**config.mk**
```make
export PLATFORM = sky130hd
export DESIGN_NAME = shift_reg_univ
export DESIGN_NICKNAME = d
export VERILOG_FILES = /design/src/rtl/shift_reg_univ_pkg.sv /design/src/rtl/shift_reg_univ_shift_cell.sv /design/src/rtl/shift_reg_univ.sv
export SDC_FILE = /design/constraint.sdc
export NUM_CORES = 1
export LEC_CHECK = 0
export CORE_AREA = 2 2 47 49
export CTS_BUF_LIST = sky130_fd_sc_hd__clkbuf_4
export CTS_CLUSTER_SIZE = 8
export DETAILED_ROUTE_END_ITERATION = 8
export DIE_AREA = 0 0 49 51
export HOLD_SLACK_MARGIN = 0.02
export PLACE_DENSITY = 0.76
export SYNTH_ARGS = -nofsm -noshare
export SYNTH_HDL_FRONTEND = slang
export SYNTH_SLANG_ARGS = --single-unit
```
**constraint.sdc**
```tcl
create_clock -name CK -period 3.75 [get_ports CK]
set_input_delay 0.9375 -clock CK [delete_from_list [all_inputs] [get_ports CK]]
set_output_delay 0.9375 -clock CK [all_outputs]
set_load 0.01 [all_outputs]
```
**src/rtl/shift_reg_univ_pkg.sv**
```systemverilog
// Shared constants for the universal shift register: MODE encodings and
// serialiser FSM state codes.
package shift_reg_univ_pkg;

    typedef logic [1:0] mode_t;

    localparam mode_t MODE_HOLD = 2'b00;
    localparam mode_t MODE_SHR  = 2'b01;
    localparam mode_t MODE_SHL  = 2'b10;
    localparam mode_t MODE_LOAD = 2'b11;

    localparam logic [0:0] ST_IDLE  = 1'b0;
    localparam logic [0:0] ST_SHIFT = 1'b1;

endpackage

```
**src/rtl/shift_reg_univ_shift_cell.sv**
```systemverilog
// One register bit: 4:1 next-value mux (hold / right-shift source /
// left-shift source / parallel bit) feeding a D flop with async clear.
module shift_cell
    import shift_reg_univ_pkg::*;
(
    input  logic       clk,
    input  logic       clr_n,
    input  logic [1:0] sel,
    input  logic       shr_in,
    input  logic       shl_in,
    input  logic       load_in,
    output logic       q
);

    logic q_d;
    logic q_q;

    // Next-value select shared by all cells of the register
    always_comb begin
        q_d = q_q;
        case (sel)
            MODE_HOLD: q_d = q_q;
            MODE_SHR:  q_d = shr_in;
            MODE_SHL:  q_d = shl_in;
            MODE_LOAD: q_d = load_in;
            default:   q_d = q_q;
        endcase
    end

    // Bit storage with asynchronous clear
    always_ff @(posedge clk or negedge clr_n) begin
        if (!clr_n) begin
            q_q <= 1'b0;
        end else begin
            q_q <= q_d;
        end
    end

    assign q = q_q;

endmodule

```
**src/rtl/shift_reg_univ.sv**
```systemverilog
// Parametrised universal shift register with an LSB-first serialiser:
// START loads I, then WIDTH-1 right shifts follow, then a one-cycle DONE.
module shift_reg_univ
    import shift_reg_univ_pkg::*;
#(
    parameter int WIDTH = 8,
    parameter int CNT_W = $clog2(WIDTH)
) (
    input  logic             CK,
    input  logic             CL,
    input  logic             EN,
    input  logic [1:0]       MODE,
    input  logic             ROT,
    input  logic             SR_IN,
    input  logic             SL_IN,
    input  logic [WIDTH-1:0] I,
    input  logic             START,
    output logic [WIDTH-1:0] Q,
    output logic             SO,
    output logic             BUSY,
    output logic             DONE
);

    logic [0:0]       state_d, state_q;
    logic [CNT_W-1:0] cnt_d, cnt_q;
    logic             busy_d, busy_q;
    logic             done_d, done_q;

    logic [1:0]       sel_s;
    logic             ser_r_s;
    logic             ser_l_s;
    logic [WIDTH-1:0] shr_vec_s;
    logic [WIDTH-1:0] shl_vec_s;
    logic [WIDTH-1:0] reg_q;

    // End-of-register sources: rotate wraps the opposite end, else serial input
    always_comb begin
        ser_r_s   = ROT ? reg_q[0]       : SR_IN;
        ser_l_s   = ROT ? reg_q[WIDTH-1] : SL_IN;
        shr_vec_s = {ser_r_s, reg_q[WIDTH-1:1]};
        shl_vec_s = {reg_q[WIDTH-2:0], ser_l_s};
    end

    // Serialiser FSM: START outranks MODE in IDLE, MODE is ignored in SHIFT
    always_comb begin
        state_d = state_q;
        cnt_d   = cnt_q;
        sel_s   = MODE_HOLD;
        done_d  = 1'b0;
        if (EN) begin
            case (state_q)
                ST_IDLE: begin
                    if (START) begin
                        sel_s   = MODE_LOAD;
                        cnt_d   = CNT_W'(WIDTH - 1);
                        state_d = ST_SHIFT;
                    end else begin
                        sel_s   = MODE;
                    end
                end
                ST_SHIFT: begin
                    if (cnt_q != {CNT_W{1'b0}}) begin
                        sel_s = MODE_SHR;
                        cnt_d = cnt_q - CNT_W'(1);
                    end else begin
                        state_d = ST_IDLE;
                        done_d  = 1'b1;
                    end
                end
                default: begin
                    state_d = ST_IDLE;
                    cnt_d   = {CNT_W{1'b0}};
                end
            endcase
        end else begin
            sel_s = MODE_HOLD;
        end
        busy_d = (state_d == ST_SHIFT);
    end

    // Control state; DONE naturally drops on the next edge because done_d needs EN
    always_ff @(posedge CK or negedge CL) begin
        if (!CL) begin
            state_q <= ST_IDLE;
            cnt_q   <= {CNT_W{1'b0}};
            busy_q  <= 1'b0;
            done_q  <= 1'b0;
        end else begin
            state_q <= state_d;
            cnt_q   <= cnt_d;
            busy_q  <= busy_d;
            done_q  <= done_d;
        end
    end

    for (genvar n = 0; n < WIDTH; n++) begin : g_cell
        shift_cell u_cell (
            .clk     (CK),
            .clr_n   (CL),
            .sel     (sel_s),
            .shr_in  (shr_vec_s[n]),
            .shl_in  (shl_vec_s[n]),
            .load_in (I[n]),
            .q       (reg_q[n])
        );
    end

    assign Q    = reg_q;
    assign SO   = reg_q[0];
    assign BUSY = busy_q;
    assign DONE = done_q;

endmodule

```
[After elaboration in Yosys (flattened, before gate mapping)]
Index checks and enable logic that the tools add are counted.
Word-level totals
  output and inout bits: 11
  register bits after elaboration: 13
  input bits: 17
  logic and storage cells: 44
Operators by class
  reductions and logical operators: 3
  add/sub/neg operators: 1
  muxes and demuxes: 23
  bitwise operators: 1
  equal/unequal tests: 5
Operators by type and width (count)
  1-bit one-hot mux with 3 select lines: 8
  1-bit two-way mux: 8
  3-bit two-way mux: 2
  3-bit one-hot mux with 2 select lines: 1
  2-bit equality test, second input constant: 2
  2-bit two-way mux: 2
  2-bit one-hot mux with 2 select lines: 1
  3-bit AND reduction: 1
  3-bit nonzero test: 1
  3-bit by 1-bit subtractor with 3-bit output, second input constant: 1
  2-bit by 1-bit equality test with 1-bit output, second input constant: 1
  2-bit logical NOT: 1
  2-bit by 1-bit != test with 1-bit output, second input constant: 1
  2-bit != test, second input constant: 1
  1-bit one-hot mux with 2 select lines: 1
  1-bit NOT: 1

[Depth between registers and ports, before layout]
Gate-level depths: netlist of run 1.
  depth in word-level cells: 6
  mapped depth: 7

[Hierarchy]
A second synthesis of run 1 with hierarchy kept.
Unflattened totals
  cells, all modules: 45
  area, all modules: 684.4 um^2
Modules (own cells, without submodules)
  shift_cell: cells an instance 2, times used 8, area each 47.5 um^2, sequential area each 25.0 um^2
  shift_reg_univ: cells an instance 29, times used 1, area each 304.0 um^2, sequential area each 125.1 um^2

[Least setup slack after synthesis of run 1]
OpenSTA, ideal clock, no wires.
  path type: input to register
  start point: input port START
  end point: register g_cell[7].u_cell.q_q
  arrival time: 1.885 ns
  path slack: 1.744 ns
  stages: 4
  required time: 3.629 ns
  cell sequence: or3_4 > o211ai_4 > mux2_2 > o2bb2ai_1
On the way
  word-level cells in the longest chain between the ends: 5
  elaborated cells on any way between the ends: 8
Ends and longest elaborated chain
  start: declaration: line shift_reg_univ.sv:17  | input logic START,
  2-bit two-way mux *: line shift_reg_univ.sv:53  | if (START) begin
  2-bit one-hot mux with 2 select lines *: line shift_reg_univ.sv:51  | case (state_q)
  2-bit two-way mux *: line shift_reg_univ.sv:50  | if (EN) begin
  2-bit equality test / 2-bit by 1-bit equality test with 1-bit output (equally long branches): line shift_reg_univ_shift_cell.sv:21  | case (sel)
  1-bit one-hot mux with 3 select lines: line shift_reg_univ_shift_cell.sv:21
  end signal: assignment: line shift_reg_univ_shift_cell.sv:35  | q_q <= q_d;
  end: declaration: line shift_reg_univ_shift_cell.sv:16  | logic q_q;
Every way passes the cells marked *; elsewhere a longest branch is shown, timed or not.
A chain may end at the register's enable or synchronous reset.

[Worst setup path after layout of run 1]
Same ends and word-level chain as after synthesis.

==> impl_results.html, run 1 <==
<table>
<tr><th>Metric</th><th>Value</th></tr>
<tr><th colspan="2">Worst hold path</th></tr>
<tr><td>Worst hold path class</td><td>flop to flop</td></tr>
<tr><th colspan="2">Finish</th></tr>
<tr><td>ANT cells</td><td>0</td></tr>
<tr><td>Growth of design area from synthesis to finish</td><td>27.21%</td></tr>
<tr><td>Nets</td><td>~120</td></tr>
<tr><td>Ratio of cells with drive above 1 in the final layout</td><td>slightly below 10%</td></tr>
<tr><th colspan="2">Route</th></tr>
<tr><td>Residual DRC</td><td>0</td></tr>
<tr><td>Detailed-router iteration count before antenna repair</td><td>4</td></tr>
<tr><td>Drt initial violations</td><td>3</td></tr>
<tr><td>Number of antenna-violating nets in the routed design</td><td>0</td></tr>
<tr><td>Avg WL per Cell</td><td>roughly 12 um</td></tr>
<tr><td>Number of vias after detailed routing</td><td>655</td></tr>
<tr><td>Wire length after detailed routing</td><td>1645 um</td></tr>
<tr><td>Number of vias per cell after detailed routing</td><td>4.962</td></tr>
<tr><th colspan="2">Setup path</th></tr>
<tr><td>Critical Path Start Type</td><td>primary input</td></tr>
<tr><td>Crit path max-delay family</td><td>buffers and inverters</td></tr>
<tr><td>Sort of element at the end of the critical path</td><td>flop</td></tr>
<tr><td>Slowest cell on crit path</td><td>clkdlybuf4s50_1</td></tr>
<tr><td>Critical path class</td><td>primary input to flop</td></tr>
<tr><td>Worst Path Max Fanout</td><td>22</td></tr>
<tr><td>Crit path largest cell delay</td><td>470 ps</td></tr>
<tr><td>CP required</td><td>around 3900 ps</td></tr>
<tr><td>CP Cell Sequence</td><td>clkdlybuf4s50_1 -&gt; or3_4 -&gt; o211ai_4 -&gt; mux2_2 -&gt; o2bb2ai_1</td></tr>
<tr><td>Crit path buffers/inverters</td><td>1</td></tr>
<tr><td>Arrival time of data at the critical path endpoint</td><td>~2600 ps</td></tr>
<tr><th colspan="2">Clocking</th></tr>
<tr><td>Clock tree from TritonCTS</td><td>done</td></tr>
<tr><td>Clock tree sinks</td><td>13</td></tr>
<tr><td>Register clock-pin slew on the reported worst setup and hold paths</td><td>80 ps</td></tr>
<tr><td>Buffers from clock root to sink, at most</td><td>2</td></tr>
<tr><td>Post-CTS setup buffers</td><td>0</td></tr>
<tr><td>H-tree lvl count</td><td>1</td></tr>
<tr><td>Cts bufs inserted</td><td>3</td></tr>
<tr><td>Hold bufs inserted after CTS</td><td>0</td></tr>
<tr><td>Clock Latency Late Sink</td><td>~270 ps</td></tr>
<tr><td>Clock tree root buffer cell</td><td>clkbuf_4</td></tr>
<tr><td>Count of instances resized after the clock tree is built</td><td>0</td></tr>
<tr><th colspan="2">Power and ir drop</th></tr>
<tr><td>Power dissipated by switching net loads</td><td>260.8 uW</td></tr>
<tr><td>Share of power burned in the clock network</td><td>13.3%</td></tr>
<tr><td>Share of power burned in combinational logic</td><td>49.4%</td></tr>
<tr><td>P_int</td><td>454.9 uW</td></tr>
<tr><td>Power per standard cell area</td><td>~660 nW/um^2</td></tr>
<tr><td>Leakage power summed over all cells</td><td>0.4597 nW</td></tr>
<tr><td>PnR Total Power</td><td>715.7 uW</td></tr>
<tr><td>Fraction of power consumed by sequential logic</td><td>37.3%</td></tr>
<tr><td>Worst IR drop on VDD</td><td>0.3807 mV</td></tr>
<tr><td>Switching fraction of total power</td><td>between 30% and 40%</td></tr>
<tr><th colspan="2">Global route</th></tr>
<tr><td>Via count of the first global-routing pass</td><td>659</td></tr>
<tr><td>GRT Resource Usage Total</td><td>14.34%</td></tr>
<tr><td>Maximum number of pins on one net before global-route repair</td><td>23</td></tr>
<tr><td>Number of antenna violations at the first check in global routing</td><td>0</td></tr>
<tr><td>Grt total ovfl</td><td>0</td></tr>
<tr><td>First-pass GRT wire length</td><td>2760 um</td></tr>
<tr><th colspan="2">Logic synthesis</th></tr>
<tr><td>Post-synth top area cell</td><td>dfrtp_1</td></tr>
<tr><td>Post-synthesis net count</td><td>approximately 100</td></tr>
<tr><td>Mean cell area of the mapped netlist</td><td>10.01 sq um</td></tr>
<tr><td>Post-synth top flop</td><td>dfrtp_1</td></tr>
<tr><td>Proportion of netlist area held by the largest area contributor</td><td>38.24%</td></tr>
<tr><td>Proportion of synthesized chip area in sequential cells</td><td>roughly two fifths</td></tr>
<tr><td>Yosys warnings</td><td>0</td></tr>
<tr><td>List of most frequent post-synthesis cells</td><td>dfrtp_1 (13), buf_4 (8), o21ai_0 (8)</td></tr>
<tr><td>Async set-reset flop share out of synthesis</td><td>100.0%</td></tr>
<tr><td>Number of synthesized flops with an enable pin</td><td>0</td></tr>
<tr><td>Distinct cells, synth</td><td>26</td></tr>
<tr><td>Cells after Synth</td><td>85</td></tr>
<tr><td>Synth Cell Area</td><td>850.8 sq um</td></tr>
<tr><td>Most common cell in the netlist</td><td>dfrtp_1</td></tr>
<tr><td>Largest cells by area after synthesis</td><td>dfrtp_1 (38%), mux2i_1 (8.2%), buf_4 (7.1%)</td></tr>
<tr><td>Synthesized flop and latch total</td><td>13</td></tr>
<tr><th colspan="2">Placement</th></tr>
<tr><td>Number of buffer cells added on primary ports</td><td>27</td></tr>
<tr><td>GP Congestion</td><td>0.6940</td></tr>
<tr><td>HPWL Detailed</td><td>1231 um</td></tr>
<tr><th colspan="2">Outcome</th></tr>
<tr><td>Outcome</td><td>finished, final reports clean</td></tr>
<tr><th colspan="2">Floorplanning</th></tr>
<tr><td>Vert. Die Dim</td><td>51 um</td></tr>
<tr><td>Die boundary width</td><td>between 40 and 50 um</td></tr>
<tr><td>Boundary pin count</td><td>28</td></tr>
<tr><td>Die ar.</td><td>2499 sq um</td></tr>
<tr><td>Starting utilization of the core area</td><td>41.24%</td></tr>
<tr><td>Row Count</td><td>17</td></tr>
<tr><td>Floorplan core area</td><td>2063 sq um</td></tr>
<tr><th colspan="2">Timing</th></tr>
<tr><td>Final count of negative-setup-slack endpoints</td><td>0</td></tr>
<tr><td>Total count of hold-check failures in the final report</td><td>0</td></tr>
<tr><td>Min cycle time layout</td><td>around 2400 ps</td></tr>
<tr><td>Final setup TNS</td><td>0 ps</td></tr>
<tr><td>Relative max-transition margin</td><td>60.28%</td></tr>
<tr><td>Fmax</td><td>roughly 400 MHz</td></tr>
<tr><td>Setup repair after global routing missed its margin</td><td>no</td></tr>
<tr><td>Transition at the pin with the smallest max-transition slack</td><td>594.0 ps</td></tr>
<tr><td>Max-slew violation count</td><td>0</td></tr>
<tr><td>Final setup skew</td><td>1.679 ps</td></tr>
<tr><td>Fin crit share</td><td>64.68%</td></tr>
<tr><th colspan="2">Job</th></tr>
<tr><td>Maxcap violations</td><td>0</td></tr>
</table>
[registers in the layout, indices dropped and copies added, names as in the netlist]
register and flops:
cnt_q 3, BUSY 1, DONE 1, g_cell.u_cell.q 8
[per-layer routing]
layer | vias to the layer above | wire length (um) | global-route usage [%]
met2 | 22 | 790 | 26.26
met4 | 0 | 9 | 2.857
met1 | 299 | 740 | 15.81
li1 | 332 | - | -
met3 | 2 | 104 | 5.556
met5 | - | 0 | 0
[final timing paths]
path	start	endpoint	slack, ps	depth (start not counted)
setup / recovery	START	g_cell[7].u_cell.q$_DFFE_PN0P_	1320	5
hold / removal	cnt_q[1]$_DFFE_PN0P_	cnt_q[1]$_DFFE_PN0P_	550	2
setup reg to reg	cnt_q[0]$_DFFE_PN0P_	g_cell[7].u_cell.q$_DFFE_PN0P_	1760	6
hold reg to reg	cnt_q[1]$_DFFE_PN0P_	cnt_q[1]$_DFFE_PN0P_	550	2
max in group asynchronous	CL	cnt_q[1]$_DFFE_PN0P_	2330	1
min in group asynchronous	CL	g_cell[3].u_cell.q$_DFFE_PN0P_	1030	1
[worst min-delay path, stage by stage (launching register included)]
cell and delay (ps):
dfrtp_1 360, nor2_1 50, a21oi_1 100
[layout by cell type, fill, tap and decap left out, types with 2 or more instances in the layout]
master	count
inv_1	3
a21oi_1	4
nand3_1	2
mux2_2	3
ha_1	2
clkbuf_4	4
nor2_1	4
o21bai_1	3
nor2b_1	4
o211ai_1	2
and2b_1	2
o21ai_0	8
clkdlybuf4s50_1	27
o22ai_1	6
dfrtp_1	13
nand2_1	3
mux2i_1	7
[final cells by class]
class	instances	area, sq um
fill	204	980.9
multi-input combinational	56	402.9
sequential	13	325.3
timing repair buffer	28	277.8
tap	28	35.03
clock buffer	4	30.03
inverter	3	11.26
[power groups by stage]
stage	registers [mW]	logic, mW	clock network (mW)
after floorplan	0.252	0.289	0
after detailed placement	0.269	0.357	0
final	0.267	0.354	0.0949
after global placement	0.266	0.346	0
after global routing	0.278	0.391	0.102
after CTS	0.266	0.358	0.0988
[metrics by stage]
stage | std cells | util, % | area, sq um | hold slack [ps] | worst slack (ps)
after floorplan | 85 | - | 850.8 | 492.2 | 1744
after global placement | 128 | 51.00 | 1052 | 520.6 | 1060
after detailed placement | 128 | 51.00 | 1052 | 535.5 | 1034
after CTS | 132 | 52.46 | 1082 | 558.4 | 1327
after global routing | 132 | 52.46 | 1082 | 589.9 | 1249
final | 132 | 52.46 | 1082 | 553.8 | 1324
[kinds of logic (layout without fill, tap and decap cells)]
| group | Yosys count | in the layout | share of synthesized area [%] |
|---|---|---|---|
| AO/OA/AOI/OAI | 26 | 26 | 20.29 |
| flip-flops | 13 | 13 | 38.24 |
| buffers and inverters | 16 | 35 | 14.41 |
| multiplexers | 10 | 10 | 12.21 |
| adder cells (fa/ha/maj) | 2 | 2 | 2.941 |
| AND/OR/NAND/NOR | 18 | 18 | 11.91 |
(Power assumes the default switching activity.)
==> run 2: changes to the inputs <==
- CORE_AREA: 2 2 47 49 -> 2 2 49 51
- DIE_AREA: 0 0 49 51 -> 0 0 51 53
- PLACE_DENSITY: 0.76 -> 0.73
- clock period: 3.75 -> 2 ns (I/O delays scaled with it)
==> run 2 against run 1 <==
Compared with the run above:
- setup slack got worse by 1200 ps
- via count rose by 3.4%
- sequential power increased by 87%
- clock skew is 3.2 ps higher
- sequential share of layout area fell by 0.94 points
- register-to-register slack worse by 1500 ps
- final area grew 3.2%
- routed wire length shrank 2.1%
- largest cell class unchanged
==> impl_results.html, run 2 (synthesis results as in run 1) <==
<table>
<tr><th>Metric</th><th>Value</th></tr>
<tr><th colspan="2">Finish</th></tr>
<tr><td>Nets</td><td>127 (was 124)</td></tr>
<tr><td>Growth of design area from synthesis to finish</td><td>31.32% (was 27.21%)</td></tr>
<tr><td>Area of all sequential standard cells</td><td>325.3 sq um (unchanged)</td></tr>
<tr><td>ANT cells</td><td>0 (unchanged)</td></tr>
<tr><td>Ratio of cells with drive above 1 in the final layout</td><td>12.15% (was 9.615%)</td></tr>
<tr><td>Post-Route Utilization</td><td>52.01% (was 52.46%)</td></tr>
<tr><td>Footprint of the multi-input gates</td><td>402.9 sq um (unchanged)</td></tr>
<tr><td>Most frequent cells in the layout</td><td>clkdlybuf4s50_1 (27), dfrtp_1 (13), o21ai_0 (8) (unchanged)</td></tr>
<tr><td>Commonest non-fill, non-tap cell in the layout</td><td>clkdlybuf4s50_1 (unchanged)</td></tr>
<tr><td>Number of flip-flops under the largest register name</td><td>8 (unchanged)</td></tr>
<tr><td>Post-layout instance area</td><td>1117 sq um (was 1082 sq um)</td></tr>
<tr><td>Fillcell total</td><td>190 (was 204)</td></tr>
<tr><th colspan="2">Setup path</th></tr>
<tr><td>Worst setup path startpoint</td><td>BUSY$_DFFE_PN0P_ (was START)</td></tr>
<tr><td>Arrival time of data at the critical path endpoint</td><td>1370 ps (was 2590 ps)</td></tr>
<tr><td>Crit path max-delay family</td><td>buffers and inverters (unchanged)</td></tr>
<tr><td>CP Cell Sequence</td><td>clkdlybuf4s50_1 (was clkdlybuf4s50_1 -&gt; or3_4 -&gt; o211ai_4 -&gt; mux2_2 -&gt; o2bb2ai_1)</td></tr>
<tr><td>Slowest cell on crit path</td><td>clkdlybuf4s50_1 (unchanged)</td></tr>
<tr><td>R2R Path Start</td><td>cnt_q[0]$_DFFE_PN0P_ (unchanged)</td></tr>
<tr><td>Crit path buffers/inverters</td><td>1 (unchanged)</td></tr>
<tr><td>Worst Path Max Fanout</td><td>9 (was 22)</td></tr>
<tr><td>CP required</td><td>1500 ps (was 3920 ps)</td></tr>
<tr><td>Critical path class</td><td>flop to primary output (was primary input to flop)</td></tr>
<tr><td>Crit path largest cell delay</td><td>600 ps (was 470 ps)</td></tr>
<tr><td>Sort of element at the end of the critical path</td><td>primary output (was flop)</td></tr>
<tr><td>Critical Path Start Type</td><td>flop (was primary input)</td></tr>
<tr><th colspan="2">Global route</th></tr>
<tr><td>First-pass GRT wire length</td><td>2918 um (was 2760 um)</td></tr>
<tr><td>GRT Resource Usage Total</td><td>14.47% (was 14.34%)</td></tr>
<tr><td>Number of antenna violations at the first check in global routing</td><td>0 (unchanged)</td></tr>
<tr><td>Via count of the first global-routing pass</td><td>663 (was 659)</td></tr>
<tr><td>Maximum number of pins on one net before global-route repair</td><td>22 (was 23)</td></tr>
<tr><td>Grt total ovfl</td><td>0 (unchanged)</td></tr>
<tr><th colspan="2">Clocking</th></tr>
<tr><td>Count of instances resized after the clock tree is built</td><td>0 (unchanged)</td></tr>
<tr><td>Register clock-pin slew on the reported worst setup and hold paths</td><td>80 ps (about the same)</td></tr>
<tr><td>Cts bufs inserted</td><td>3 (unchanged)</td></tr>
<tr><td>Clock Latency Late Sink</td><td>270 ps (about the same)</td></tr>
<tr><td>H-tree lvl count</td><td>1 (unchanged)</td></tr>
<tr><td>Post-CTS setup buffers</td><td>0 (unchanged)</td></tr>
<tr><td>Hold bufs inserted after CTS</td><td>0 (unchanged)</td></tr>
<tr><td>Clock tree sinks</td><td>13 (unchanged)</td></tr>
<tr><td>Buffers from clock root to sink, at most</td><td>2 (unchanged)</td></tr>
<tr><td>Clock tree root buffer cell</td><td>clkbuf_4 (unchanged)</td></tr>
<tr><td>Clock tree from TritonCTS</td><td>done (unchanged)</td></tr>
<tr><th colspan="2">Placement</th></tr>
<tr><td>Number of buffer cells added on primary ports</td><td>27 (unchanged)</td></tr>
<tr><td>HPWL Detailed</td><td>1257 um (was 1231 um)</td></tr>
<tr><td>Instance area after placement</td><td>1087 sq um (was 1052 sq um)</td></tr>
<tr><td>GP Congestion</td><td>0.7041 (was 0.6940)</td></tr>
<tr><td>Placement Setup Slack</td><td>-51.64 ps (was 1034 ps)</td></tr>
<tr><th colspan="2">Timing</th></tr>
<tr><td>PnR worst setup slack</td><td>130.1 ps (was 1324 ps)</td></tr>
<tr><td>Final count of negative-setup-slack endpoints</td><td>0 (unchanged)</td></tr>
<tr><td>Min cycle time layout</td><td>about 1900 ps</td></tr>
<tr><td>Final setup TNS</td><td>0 ps (unchanged)</td></tr>
<tr><td>Setup repair after global routing missed its margin</td><td>no (unchanged)</td></tr>
<tr><td>Relative max-transition margin</td><td>59.06% (was 60.28%)</td></tr>
<tr><td>Fin crit share</td><td>93.50%</td></tr>
<tr><td>Total count of hold-check failures in the final report</td><td>0 (unchanged)</td></tr>
<tr><td>Final setup skew</td><td>4.886 ps (was 1.679 ps)</td></tr>
<tr><td>Hold Slack</td><td>555.8 ps (was 553.8 ps)</td></tr>
<tr><td>Max-slew violation count</td><td>0 (unchanged)</td></tr>
<tr><td>Fmax</td><td>about 530 MHz</td></tr>
<tr><td>Transition at the pin with the smallest max-transition slack</td><td>612.2 ps (was 594.0 ps)</td></tr>
<tr><th colspan="2">Floorplanning</th></tr>
<tr><td>Vert. Die Dim</td><td>53 um (was 51 um)</td></tr>
<tr><td>Die ar.</td><td>2703 sq um (was 2499 sq um)</td></tr>
<tr><td>Die boundary width</td><td>51 um (was 49 um)</td></tr>
<tr><td>Boundary pin count</td><td>28 (unchanged)</td></tr>
<tr><td>Row Count</td><td>17 (unchanged)</td></tr>
<tr><td>Starting utilization of the core area</td><td>39.60% (was 41.24%)</td></tr>
<tr><td>Floorplan core area</td><td>2148 sq um (was 2063 sq um)</td></tr>
<tr><th colspan="2">Outcome</th></tr>
<tr><td>Outcome</td><td>finished, final reports clean (unchanged)</td></tr>
<tr><th colspan="2">Route</th></tr>
<tr><td>Drt initial violations</td><td>4 (was 3)</td></tr>
<tr><td>Number of antenna-violating nets in the routed design</td><td>0 (unchanged)</td></tr>
<tr><td>Number of vias after detailed routing</td><td>677 (was 655)</td></tr>
<tr><td>Wire length after detailed routing</td><td>1610 um (was 1645 um)</td></tr>
<tr><td>Avg WL per Cell</td><td>11.93 um (was 12.46 um)</td></tr>
<tr><td>Detailed-router iteration count before antenna repair</td><td>3 (was 4)</td></tr>
<tr><td>Residual DRC</td><td>0 (unchanged)</td></tr>
<tr><td>Number of vias per cell after detailed routing</td><td>5.015 (was 4.962)</td></tr>
<tr><th colspan="2">Power and ir drop</th></tr>
<tr><td>Worst IR drop on VDD</td><td>0.7886 mV (was 0.3807 mV)</td></tr>
<tr><td>Leakage power summed over all cells</td><td>0.4788 nW (was 0.4597 nW)</td></tr>
<tr><td>Power per standard cell area</td><td>1217 nW/um^2 (was 661.3 nW/um^2)</td></tr>
<tr><th colspan="2">Job</th></tr>
<tr><td>Maxcap violations</td><td>0 (unchanged)</td></tr>
<tr><th colspan="2">Worst hold path</th></tr>
<tr><td>Worst hold path class</td><td>flop to flop (unchanged)</td></tr>
<tr><td>Critical hold path startpoint</td><td>cnt_q[2]$_DFFE_PN0P_ (was cnt_q[1]$_DFFE_PN0P_)</td></tr>
</table>
## run 2: cell types whose count changed in the layout (fill, tap and decap cells not counted), sizes merged
cell | previous run | this run
buf | 1 | 4
## run 2: path summary, 6_finish.rpt
check	slack, ps	depth (start not counted)	to
min in group asynchronous	610	1	g_cell[2].u_cell.q$_DFFE_PN0P_
worst min register to register	560	2	cnt_q[2]$_DFFE_PN0P_
worst min-delay path	560	2	cnt_q[2]$_DFFE_PN0P_
max in group asynchronous	1000	1	BUSY$_DFFE_PN0P_
worst max register to register	290	7	g_cell[6].u_cell.q$_DFFE_PN0P_
worst max-delay path	130	1	BUSY
## run 2: metal layers
| layer | track usage (%) | vias to the layer above | share of wire (%) |
|---|---|---|---|
| met5 | 0 | - | 0 |
| met4 | 5.405 | 0 | 0 |
| met3 | 3.107 | 0 | 6.4 |
| met2 | 24.24 | 22 | 47 |
| met1 | 18.18 | 314 | 47 |
| li1 | - | 341 | - |
## run 2: layout make-up
type | instances | share of cell area (%)
Sequential cell | 13 | 29.12
Clock buffer | 4 | 2.688
Inverter | 3 | 1.008
Timing Repair Buffer | 31 | 28.00
Tap cell | 28 | 3.136
Multi-Input combinational cell | 56 | 36.06
## run 2: power by group
part | leakage [nW] | internal [mW] | total [mW] | switching (mW)
Clock | 0.0184 | 0.0907 | 0.176 | 0.0856
Sequential | 0.143 | 0.382 | 0.498 | 0.116
Combinational | 0.317 | 0.400 | 0.686 | 0.286
## run 2: per-stage QoR
stage	power, mW	std cells
after CTS	1.381	135
after floorplan	1.013	85
after global placement	1.173	131
after detailed placement	1.200	131
final	1.360	135
after global routing	1.481	135
==> run 3: changes to the inputs <==
- CORE_AREA: 2 2 49 51 -> 2 2 47 49
- DIE_AREA: 0 0 51 53 -> 0 0 49 51
- PLACE_DENSITY: 0.73 -> 0.76
- clock period: 2 -> 2.2 ns (I/O delays scaled with it)
==> run 3 against run 2 <==
Compared with the run above:
- combinational power fell by 7.9%
- hold slack improved by 1.3 ps
- utilization rose by 1.8 points
- die area fell by 7.5%
- sequential power fell by 8.4%
- non-clock buffer count fell by 1
- critical path depth did not move
- routed wire length rose by 6.9%
==> impl_results.html, run 3 (synthesis results as in run 1) <==
<table>
<tr><th>Metric</th><th>Value</th></tr>
<tr><th colspan="2">Global route</th></tr>
<tr><td>Met2 usage in global routing</td><td>27.17% (was 24.24%)</td></tr>
<tr><td>Number of antenna violations at the first check in global routing</td><td>0 (unchanged)</td></tr>
<tr><td>Maximum number of pins on one net before global-route repair</td><td>22 (unchanged)</td></tr>
<tr><td>Grt total ovfl</td><td>0 (unchanged)</td></tr>
<tr><td>First-pass GRT wire length</td><td>3036 um (was 2918 um)</td></tr>
<tr><td>Met1 capacity usage during global routing</td><td>18.75% (was 18.18%)</td></tr>
<tr><td>Most used routing layer in global routing</td><td>met2 (unchanged)</td></tr>
<tr><td>Global-route met3 utilization</td><td>3.801% (was 3.107%)</td></tr>
<tr><td>GRT Resource Usage Total</td><td>16.05% (was 14.47%)</td></tr>
<tr><td>Via count of the first global-routing pass</td><td>709 (was 663)</td></tr>
<tr><th colspan="2">Clocking</th></tr>
<tr><td>Clock tree sinks</td><td>13 (unchanged)</td></tr>
<tr><td>Cts bufs inserted</td><td>3 (unchanged)</td></tr>
<tr><td>Clock tree root buffer cell</td><td>clkbuf_4 (unchanged)</td></tr>
<tr><td>Clock tree from TritonCTS</td><td>done (unchanged)</td></tr>
<tr><td>Buffers from clock root to sink, at most</td><td>2 (unchanged)</td></tr>
<tr><td>H-tree lvl count</td><td>1 (unchanged)</td></tr>
<tr><td>Register clock-pin slew on the reported worst setup and hold paths</td><td>70 ps (was 80 ps)</td></tr>
<tr><td>Count of instances resized after the clock tree is built</td><td>0 (unchanged)</td></tr>
<tr><td>Post-CTS setup buffers</td><td>0 (unchanged)</td></tr>
<tr><td>Clock Latency Late Sink</td><td>270 ps (about the same)</td></tr>
<tr><td>Hold bufs inserted after CTS</td><td>0 (unchanged)</td></tr>
<tr><th colspan="2">Setup path</th></tr>
<tr><td>Critical path class</td><td>flop to primary output (unchanged)</td></tr>
<tr><td>Slowest cell on crit path</td><td>clkdlybuf4s50_1 (unchanged)</td></tr>
<tr><td>Crit path max-delay family</td><td>buffers and inverters (unchanged)</td></tr>
<tr><td>Sort of element at the end of the critical path</td><td>primary output (unchanged)</td></tr>
<tr><td>Crit path largest cell delay</td><td>590 ps (was 600 ps)</td></tr>
<tr><td>Arrival time of data at the critical path endpoint</td><td>1360 ps (was 1370 ps)</td></tr>
<tr><td>CP Cell Sequence</td><td>clkdlybuf4s50_1 (unchanged)</td></tr>
<tr><td>Worst Path Max Fanout</td><td>9 (unchanged)</td></tr>
<tr><td>CP required</td><td>1650 ps (was 1500 ps)</td></tr>
<tr><td>Crit path buffers/inverters</td><td>1 (unchanged)</td></tr>
<tr><td>Critical Path Start Type</td><td>flop (unchanged)</td></tr>
<tr><th colspan="2">Placement</th></tr>
<tr><td>Number of buffer cells added on primary ports</td><td>27 (unchanged)</td></tr>
<tr><td>Post-Place Cells</td><td>130 (was 131)</td></tr>
<tr><td>Placement Setup Slack</td><td>97.16 ps (was -51.64 ps)</td></tr>
<tr><td>GP Congestion</td><td>0.6836 (was 0.7041)</td></tr>
<tr><td>HPWL Detailed</td><td>1319 um (was 1257 um)</td></tr>
<tr><th colspan="2">Power and ir drop</th></tr>
<tr><td>Leakage power summed over all cells</td><td>0.4740 nW (was 0.4788 nW)</td></tr>
<tr><td>Worst IR drop on VDD</td><td>0.7862 mV (was 0.7886 mV)</td></tr>
<tr><td>Power per standard cell area</td><td>1120 nW/um^2 (was 1217 nW/um^2)</td></tr>
<tr><th colspan="2">Timing</th></tr>
<tr><td>Min cycle time layout</td><td>1911 ps</td></tr>
<tr><td>Final setup skew</td><td>1.237 ps (was 4.886 ps)</td></tr>
<tr><td>Hold Slack</td><td>557.1 ps (was 555.8 ps)</td></tr>
<tr><td>PnR worst setup slack</td><td>288.6 ps (was 130.1 ps)</td></tr>
<tr><td>Final count of negative-setup-slack endpoints</td><td>0 (unchanged)</td></tr>
<tr><td>Fmax</td><td>523.2 MHz</td></tr>
<tr><td>Max-slew violation count</td><td>0 (unchanged)</td></tr>
<tr><td>Fin crit share</td><td>86.88%</td></tr>
<tr><td>Setup repair after global routing missed its margin</td><td>no (unchanged)</td></tr>
<tr><td>Final setup TNS</td><td>0 ps (unchanged)</td></tr>
<tr><td>Transition at the pin with the smallest max-transition slack</td><td>608.4 ps (was 612.2 ps)</td></tr>
<tr><td>Relative max-transition margin</td><td>59.31% (was 59.06%)</td></tr>
<tr><td>Total count of hold-check failures in the final report</td><td>0 (unchanged)</td></tr>
<tr><th colspan="2">Route</th></tr>
<tr><td>Drt initial violations</td><td>11 (was 4)</td></tr>
<tr><td>Number of antenna-violating nets in the routed design</td><td>0 (unchanged)</td></tr>
<tr><td>Number of vias after detailed routing</td><td>684 (was 677)</td></tr>
<tr><td>Wire length after detailed routing</td><td>1721 um (was 1610 um)</td></tr>
<tr><td>Detailed-router iteration count before antenna repair</td><td>4 (was 3)</td></tr>
<tr><td>Avg WL per Cell</td><td>12.84 um (was 11.93 um)</td></tr>
<tr><td>Number of vias per cell after detailed routing</td><td>5.104 (was 5.015)</td></tr>
<tr><td>Residual DRC</td><td>0 (unchanged)</td></tr>
<tr><th colspan="2">Finish</th></tr>
<tr><td>Most frequent cells in the layout</td><td>clkdlybuf4s50_1 (27), dfrtp_1 (13), o21ai_0 (8) (unchanged)</td></tr>
<tr><td>Growth of design area from synthesis to finish</td><td>30.44% (was 31.32%)</td></tr>
<tr><td>Post-Route Utilization</td><td>53.79% (was 52.01%)</td></tr>
<tr><td>Nets</td><td>126 (was 127)</td></tr>
<tr><td>Number of flip-flops under the largest register name</td><td>8 (unchanged)</td></tr>
<tr><td>Final Non-Filler Cells</td><td>134 (was 135)</td></tr>
<tr><td>Ratio of cells with drive above 1 in the final layout</td><td>11.32% (was 12.15%)</td></tr>
<tr><td>ANT cells</td><td>0 (unchanged)</td></tr>
<tr><td>Fillcell total</td><td>196 (was 190)</td></tr>
<tr><td>Commonest non-fill, non-tap cell in the layout</td><td>clkdlybuf4s50_1 (unchanged)</td></tr>
<tr><th colspan="2">Floorplanning</th></tr>
<tr><td>Row Count</td><td>17 (unchanged)</td></tr>
<tr><td>Boundary pin count</td><td>28 (unchanged)</td></tr>
<tr><td>Vert. Die Dim</td><td>51 um (was 53 um)</td></tr>
<tr><td>Die ar.</td><td>2499 sq um (was 2703 sq um)</td></tr>
<tr><td>Starting utilization of the core area</td><td>41.24% (was 39.60%)</td></tr>
<tr><td>Floorplan core area</td><td>2063 sq um (was 2148 sq um)</td></tr>
<tr><td>Die boundary width</td><td>49 um (was 51 um)</td></tr>
<tr><th colspan="2">Outcome</th></tr>
<tr><td>Outcome</td><td>finished, final reports clean (unchanged)</td></tr>
<tr><th colspan="2">Worst hold path</th></tr>
<tr><td>Worst hold path class</td><td>flop to flop (unchanged)</td></tr>
<tr><th colspan="2">Job</th></tr>
<tr><td>Maxcap violations</td><td>0 (unchanged)</td></tr>
</table>
## run 3: changes by cell type in the layout (fill, tap and decap cells not counted)
cell	change
buf_4	-1
## run 3: path summary, 6_finish.rpt
| kind | startpoint | endpoint | slack (ps) | depth (start not counted) |
|---|---|---|---|---|
| hold / removal | cnt_q[2]$_DFFE_PN0P_ | cnt_q[2]$_DFFE_PN0P_ | 560 | 2 |
| setup reg to reg | cnt_q[0]$_DFFE_PN0P_ | g_cell[4].u_cell.q$_DFFE_PN0P_ | 470 | 7 |
| min in group asynchronous | CL | g_cell[1].u_cell.q$_DFFE_PN0P_ | 660 | 1 |
| hold reg to reg | cnt_q[2]$_DFFE_PN0P_ | cnt_q[2]$_DFFE_PN0P_ | 560 | 2 |
| setup / recovery | BUSY$_DFFE_PN0P_ | BUSY | 290 | 1 |
| max in group asynchronous | CL | cnt_q[2]$_DFFE_PN0P_ | 1150 | 1 |
## run 3: layout make-up
type                    count  area [sq um]  share of cell area [%]
multi-input cells          56         402.9                   36.30
clock buffers               4         30.03                   2.706
well taps                  28         35.03                   3.157
inverters                   3         11.26                   1.015
flip-flops and latches     13         325.3                   29.31
repair buffers             30         305.3                   27.51
## run 3: worst min-delay path, cell delays in order, from the launching register on
cell and delay [ps]:
dfrtp_1 380, nand2_1 70, o211ai_1 70
## run 3: report_power, final
part | switching [mW] | internal (mW) | total [mW]
combinational | 0.268 | 0.364 | 0.632
sequential | 0.108 | 0.347 | 0.456
clock | 0.0724 | 0.0825 | 0.155
## run 3: metal layers
| layer | share of wire, % | vias up |
|---|---|---|
| met5 | 0 | - |
| met3 | 5.5 | 2 |
| li1 | - | 335 |
| met2 | 49 | 20 |
| met4 | 0.52 | 0 |
| met1 | 45 | 327 |
## run 3: per-stage QoR
stage	area, sq um	power [mW]
final	1110	1.243
after global routing	1110	1.355
after CTS	1110	1.260
after detailed placement	1080	1.097
after global placement	1080	1.065
after floorplan	850.8	0.9210
